File: src/rtl/bus_ctrl.sv
// ============================================================================
// bus_ctrl
// ----------------------------------------------------------------------------
// Registered system-bus controller between the core's load/store port and
// N_SLAVES memory-mapped peripherals.
//
// A request is decoded into a one-hot slave select using address bits
// [REGION_LSB+IDX_W-1 : REGION_LSB]. The address is mapped only when that
// index is below N_SLAVES and every address bit above the index field is
// zero. A mapped access holds the select for the whole ACCESS phase until
// the selected slave raises its ready bit. The controller then returns the
// registered read data with a one-cycle bReady pulse. An unmapped access
// completes one cycle after acceptance with bErr=1 and bRData=0.
//
// Optional feature (compile-time macro BUS_TIMEOUT_EN):
//   When this macro is defined, a watchdog ends an ACCESS phase after
//   TIMEOUT_CYCLES cycles without ready. The access then completes with
//   bErr=1 and bRData=0. If ready arrives in the same cycle the limit is
//   reached, ready wins. When the macro is undefined, no counter exists and
//   ACCESS waits indefinitely.
//
// Handshake: the master raises bReq while the controller is IDLE. bReq is
// sampled only in IDLE. The master must not raise a new request before it
// sees bReady. bReady is high for exactly one cycle per accepted request,
// and bErr/bRData are valid while bReady is high. A slave completes by
// raising its own sReady bit while its sSel bit is high. Any other sReady
// activity is ignored.
//
// Ports:
//   clk          : clock; all state changes on the rising edge
//   rst          : synchronous, active-high reset
//   bReq         : master request (sampled only in IDLE)
//   bWe          : 1 = write, 0 = read
//   bAddr        : byte address
//   bWData       : write data
//   bRData       : registered read data, valid with bReady
//   bReady       : one-cycle completion pulse
//   bErr         : error flag, valid with bReady
//   sSel         : one-hot slave select, high for the whole ACCESS phase
//   sWe          : write strobe to the selected slave
//   sAddr        : latched full address
//   sWData       : latched write data
//   sRData       : flattened slave read data, slave i at [32i+31:32i]
//   sReady       : per-slave completion
//   dbg_state_o  : current FSM state (0 IDLE, 1 ACCESS, 2 DONE)
// ============================================================================
module bus_ctrl #(
    parameter int N_SLAVES       = 6,
    parameter int REGION_LSB     = 12,
    parameter int IDX_W          = 3,
    parameter int TIMEOUT_CYCLES = 16
) (
    input  logic                  clk,
    input  logic                  rst,
    input  logic                  bReq,
    input  logic                  bWe,
    input  logic [31:0]           bAddr,
    input  logic [31:0]           bWData,
    output logic [31:0]           bRData,
    output logic                  bReady,
    output logic                  bErr,
    output logic [N_SLAVES-1:0]   sSel,
    output logic                  sWe,
    output logic [31:0]           sAddr,
    output logic [31:0]           sWData,
    input  logic [32*N_SLAVES-1:0] sRData,
    input  logic [N_SLAVES-1:0]   sReady,
    output logic [1:0]            dbg_state_o
);

    typedef enum logic [1:0] {
        ST_IDLE   = 2'd0,
        ST_ACCESS = 2'd1,
        ST_DONE   = 2'd2
    } state_t;

    // N_SLAVES can be as large as 2^IDX_W. One extra bit is needed to hold it.
    localparam logic [IDX_W:0] N_SLV = (IDX_W + 1)'(N_SLAVES);
    localparam int             HI_LSB = REGION_LSB + IDX_W;

    state_t                state_q;
    logic [31:0]           b_rdata_q;
    logic                  b_ready_q;
    logic                  b_err_q;
    logic [N_SLAVES-1:0]   s_sel_q;
    logic                  s_we_q;
    logic [31:0]           s_addr_q;
    logic [31:0]           s_wdata_q;

`ifdef BUS_TIMEOUT_EN
    localparam int CNT_W = $clog2(TIMEOUT_CYCLES + 1);
    logic [CNT_W-1:0]      cnt_q;
`endif

    // ------------------------------------------------------------------
    // Request decode and selected-slave return path.
    // These feed only registers, so no input reaches an output
    // combinationally.
    // ------------------------------------------------------------------
    logic [IDX_W-1:0]      req_idx;
    logic                  req_hi_zero;
    logic                  req_mapped;
    logic [N_SLAVES-1:0]   req_onehot;
    logic [31:0]           sel_rdata;
    logic                  sel_ready;

    always_comb begin
        req_idx     = bAddr[HI_LSB-1 -: IDX_W];
        // Shifting out the index and lower bits leaves only the bits that
        // must be zero for a mapped address.
        req_hi_zero = ((bAddr >> HI_LSB) == 32'd0);
        req_mapped  = ({1'b0, req_idx} < N_SLV) && req_hi_zero;

        req_onehot = '0;
        for (int i = 0; i < N_SLAVES; i++) begin
            req_onehot[i] = (req_idx == IDX_W'(i));
        end

        // The select is one-hot, so an AND-OR mux is enough. Ready bits of
        // slaves that are not selected are masked off here.
        sel_rdata = '0;
        for (int i = 0; i < N_SLAVES; i++) begin
            if (s_sel_q[i]) begin
                sel_rdata = sel_rdata | sRData[32*i +: 32];
            end
        end
        sel_ready = |(sReady & s_sel_q);
    end

    // ------------------------------------------------------------------
    // Controller FSM with registered outputs
    // ------------------------------------------------------------------
    always_ff @(posedge clk) begin
        if (rst) begin
            state_q   <= ST_IDLE;
            b_rdata_q <= '0;
            b_ready_q <= 1'b0;
            b_err_q   <= 1'b0;
            s_sel_q   <= '0;
            s_we_q    <= 1'b0;
            s_addr_q  <= '0;
            s_wdata_q <= '0;
`ifdef BUS_TIMEOUT_EN
            cnt_q     <= '0;
`endif
        end else begin
            case (state_q)
                ST_IDLE: begin
                    b_ready_q <= 1'b0;
                    if (bReq) begin
                        s_addr_q  <= bAddr;
                        s_wdata_q <= bWData;
                        if (req_mapped) begin
                            s_sel_q <= req_onehot;
                            s_we_q  <= bWe;
                            state_q <= ST_ACCESS;
`ifdef BUS_TIMEOUT_EN
                            cnt_q   <= '0;
`endif
                        end else begin
                            // Unmapped: no slave sees the access. Complete
                            // immediately with an error.
                            b_err_q   <= 1'b1;
                            b_rdata_q <= '0;
                            b_ready_q <= 1'b1;
                            state_q   <= ST_DONE;
                        end
                    end
                end

                ST_ACCESS: begin
                    if (sel_ready) begin
                        // Data is captured for writes as well.
                        b_rdata_q <= sel_rdata;
                        b_err_q   <= 1'b0;
                        b_ready_q <= 1'b1;
                        s_sel_q   <= '0;
                        s_we_q    <= 1'b0;
                        state_q   <= ST_DONE;
                    end
`ifdef BUS_TIMEOUT_EN
                    // The count before this cycle is (cycles waited - 1).
                    // Hitting the limit here means this is the last allowed
                    // ACCESS cycle, and ready has already lost the race.
                    else if (cnt_q == CNT_W'(TIMEOUT_CYCLES - 1)) begin
                        cnt_q     <= cnt_q + CNT_W'(1);
                        b_rdata_q <= '0;
                        b_err_q   <= 1'b1;
                        b_ready_q <= 1'b1;
                        s_sel_q   <= '0;
                        s_we_q    <= 1'b0;
                        state_q   <= ST_DONE;
                    end else begin
                        cnt_q <= cnt_q + CNT_W'(1);
                    end
`endif
                end

                ST_DONE: begin
                    // bReady lasts exactly one cycle. bErr is cleared with it
                    // so that it is only ever seen together with bReady.
                    // bRData keeps its value.
                    b_ready_q <= 1'b0;
                    b_err_q   <= 1'b0;
                    state_q   <= ST_IDLE;
                end

                default: begin
                    state_q <= ST_IDLE;
                end
            endcase
        end
    end

    assign bRData      = b_rdata_q;
    assign bReady      = b_ready_q;
    assign bErr        = b_err_q;
    assign sSel        = s_sel_q;
    assign sWe         = s_we_q;
    assign sAddr       = s_addr_q;
    assign sWData      = s_wdata_q;
    assign dbg_state_o = state_q;

endmodule

File: config.mk
export PLATFORM = sky130hd
export DESIGN_NAME = bus_ctrl
export DESIGN_NICKNAME = d
export VERILOG_FILES = /design/src/rtl/bus_ctrl.sv
export SDC_FILE = /design/constraint.sdc
export NUM_CORES = 1
export LEC_CHECK = 0
export CORE_AREA = 2 2 146 148
export CTS_CLUSTER_DIAMETER = 120
export DETAILED_ROUTE_END_ITERATION = 10
export DIE_AREA = 0 0 148 150
export SLEW_MARGIN = 10
export SYNTH_ARGS = -nofsm -noshare
export SYNTH_HDL_FRONTEND = slang
export SYNTH_SLANG_ARGS = --single-unit
File: constraint.sdc
create_clock -name clk -period 2.6 [get_ports clk]
set_clock_uncertainty 0.2 [all_clocks]
set_input_delay 0.52 -clock clk [delete_from_list [all_inputs] [get_ports clk]]
set_output_delay 0.52 -clock clk [all_outputs]
set_load 0.03 [all_outputs]
==> results.py <==
metrics = {
    "pwr": {
        "comb_power_share": 0.251,
        "power_switching_mw": 1.194,
        "p_sw_frac": 0.2872,
        "power_density_nw_per_um2": 441.5,
        "p_clk_frac": 0.329,
        "internal_power_mw": 2.964,
        "ir_drop_uv": 283.0,
        "seqPwrFrac": 0.420,
        "leakagePower_nw": 3.302,
    },
    "timing": {
        "finalHoldViolCount": 0,
        "setup_slack_ns": 0.1384,
        "finalSetupTns_ns": 0,
        "finalSetupViolations": 0,
        "final_max_slew_viol_count": 0,
        "rsz0062_at_grt": "false",
        "fin_hold_ws_ns": 0.2557,
        "relSlewSlack": 0.6126,
        "worst_pin_slew_ns": 0.5811,
        "period_needed_ns": 2.462,
        "min_period_over_period": 0.9468,
        "clock.fmax_ghz": 0.4062,
    },
    "clocking": {
        "htreeDepth": 3,
        "cts_buffers": 9,
        "clk_latency_ns": 0.35,
        "ctsHoldBuffers": 0,
        "cts_tree": "done",
        "cts_buffer_depth": 2,
        "root_buffer": "clkbuf_16",
        "cts_sinks": 107,
        "cts.clk_slew.worst_paths_ns": 0.07,
    },
    "yosys": {
        "synthCells": 615,
        "synth-seq-area-share": 0.4269,
        "ys_ff_latch": 107,
        "ys_types": 33,
        "synth_nets": 884,
        "syn-cell-area_um2": 5017,
        "synth.avg_cell_area_um2": 8.158,
        "ys_warn_count": 0,
    },
    "global_route": {
        "grt_pass1_vias": 5990,
        "grt_pass1_wl_um": 35760,
        "grt_use_total": 0.2127,
        "antenna_found_initial": 7,
        "gr-total-overflow": 0,
        "grt_max_degree": 55,
    },
    "final_layout": {
        "drive_above_1_share": 0.06135,
        "final_core_util": 0.4553,
        "num-nets-final": 1242,
        "stdcell_area_um2": 9420,
        "area_growth_pct": 87.76,
    },
    "detailed_routing": {
        "num_vias": 6095,
        "drc_errors": 0,
        "viasPerCell": 4.841,
        "drtIter0Drc": 191,
        "drtPass1Iterations": 5,
        "antenna_left": 0,
        "wire_per_inst_um": 19.66,
        "wl_um": 24750,
    },
    "setup_path": {
        "critical_path.cell_chain": "clkdlybuf4s50_1, nor4_2, buf_4, nand4_1, o31ai_4, buf_12, mux2i_1, nor2_1",
        "cp_slowest_cell": "clkdlybuf4s50_1",
        "cp-start-kind": "input pin",
        "crit_required_ns": 2.63,
        "arrival_ns": 2.49,
        "critical-path-max-stage-delay_ns": 0.48,
        "crit_type": "in -> reg",
        "cp_max_fo": 32,
        "endpoint_kind": "flop",
    },
    "die": {
        "io_pins": 373,
        "rows": 53,
        "die_h_um": 150,
        "initial_core_util": 0.2425,
        "fp.dieW_um": 148,
        "fp.dieArea_um2": 22200,
        "core_area_um2": 20690,
    },
    "worst_hold_path": {
        "hold_path_class": "reg -> reg",
    },
    "placed_design": {
        "place_area_um2": 9111,
        "dp_hpwl_um": 18830,
        "place.port_buffers": 372,
        "place_ws_ns": -0.2368,
        "gp_congestion": 0.8806,
    },
    "run": {
        "cap_violations": 0,
    },
    "outcome": {
        "status": "finished, final reports clean",
    },
}
worst max-delay path, delay by kind of cell:
kind                   cells  cell delay (ns)
AOI/OAI and AO/OA          1             0.28
buffers and inverters      3             0.90
muxes                      1             0.24
and+or+nand+nor            3             0.50
area by class of cell:
cell class                      count  area [µm²]
Clock buffer                       10       229.0
Antenna cell                        6       15.01
Multi-Input combinational cell    441        2597
Sequential cell                   107        2148
Inverter                           11       41.29
Clock inverter                      6       56.30
Fill cell                        2101       11270
Timing Repair Buffer              403        3989
Tap cell                          275       344.1
stage by stage:
stage	total power, mW	cells
2_1_floorplan	2.169	615
3_3_place_gp	2.824	1237
3_5_place_dp	2.829	1237
4_1_cts	4.231	1253
5_1_grt	4.358	1258
6_report	4.159	1259
power by group through the flow:
stage               sequential [mW]  combinational [mW]  clock [mW]
floorplan                      1.92               0.250           0
global placement               1.78                1.04           0
detailed placement             1.79                1.04           0
CTS                            1.75                1.05        1.43
global route                   1.76                1.11        1.49
finish                         1.75                1.04        1.37
what timing repair did:
action | 4_1_cts | 5_1_grt
resized for setup | 0 | 2
setup endpoints to repair | 0 | 37
setup buffers | 0 | 0
cells in the mapped netlist:
master / number / area, µm²
nand3_1: 2 / 10.01
a222oi_1: 1 / 10.01
o41ai_1: 3 / 26.28
a21oi_1: 68 / 340.3
o21a_1: 1 / 7.510
mux2i_1: 34 / 340.3
a41oi_2: 1 / 16.27
nand2_1: 134 / 503.0
nand3b_1: 1 / 7.510
nor4_1: 4 / 25.02
o311a_1: 1 / 10.01
nand2b_1: 3 / 18.77
or4_1: 1 / 7.510
and4_1: 1 / 8.760
buf_8: 3 / 45.04
nand4_1: 1 / 6.260
o31ai_4: 1 / 21.27
a22oi_1: 97 / 728.2
ha_1: 3 / 37.54
clkinv_1: 1 / 3.750
buf_1: 1 / 3.750
buf_6: 1 / 11.26
clkbuf_1: 48 / 180.2
nor3_1: 2 / 10.01
a211o_1: 6 / 52.55
o31ai_1: 3 / 22.52
buf_2: 3 / 15.01
inv_1: 10 / 37.54
a311oi_1: 2 / 17.52
nor2_1: 38 / 142.6
dfxtp_1: 107 / 2142
o21ai_2: 1 / 8.760
a31oi_1: 32 / 200.2
flip-flops by register name, indices dropped and copies added (netlist names):
register and cells:
dbg_state_o 2, bReady 1, sWData 32, bRData 32, sWe 1, sSel 6, sAddr 32, bErr 1
final timing paths:
path	slack, ns	endpoint	start	cells past startpoint
setup reg to reg	0.33	bRData[28]$_SDFFE_PP0P_	dbg_state_o[1]$_SDFFE_PP0P_	8
hold reg to reg	0.26	sAddr[17]$_SDFFE_PP0P_	sAddr[17]$_SDFFE_PP0P_	2
setup / recovery	0.14	bRData[28]$_SDFFE_PP0P_	bAddr[18]	8
hold / removal	0.26	sAddr[17]$_SDFFE_PP0P_	sAddr[17]$_SDFFE_PP0P_	2
metal layers:
metal,vias to the layer above,wire [µm],GRT usage
met5,-,17,0
met4,2,671,0.07905
met3,38,2488,0.08110
met2,286,11910,0.3708
met1,2822,9655,0.2355
li1,2947,-,-
cell families after synthesis:
logic type,after synthesis,share of synthesized area
simple gates,187,0.1474
compound gates,217,0.2913
buf+inv,67,0.05910
fa+ha+maj,3,0.007482
flops,107,0.4269
mux,34,0.06783
cell usage in the layout, fill, tap and decap left out, types with 2 or more instances in the layout:
cell type        synthesis  routed
clkdlybuf4s50_1          0     370
nand2_1                134     132
dfxtp_1                107     102
a22oi_1                 97      97
a21oi_1                 68      68
nor2_1                  38      37
mux2i_1                 34      34
a31oi_1                 32      32
buf_4                    0      30
inv_1                   10      10
clkbuf_16                0       9
diode_2                  0       6
a211o_1                  6       6
dfxtp_2                  0       5
nor4_1                   4       3
nand2b_1                 3       3
o31ai_1                  3       3
o41ai_1                  3       3
ha_1                     3       3
buf_12                   0       3
nand2_2                  0       2
nor3_1                   2       2
a311oi_1                 2       2
nand3_1                  2       2
inv_6                    0       2
inv_8                    0       2
Power figures use the tool's default switching activity.
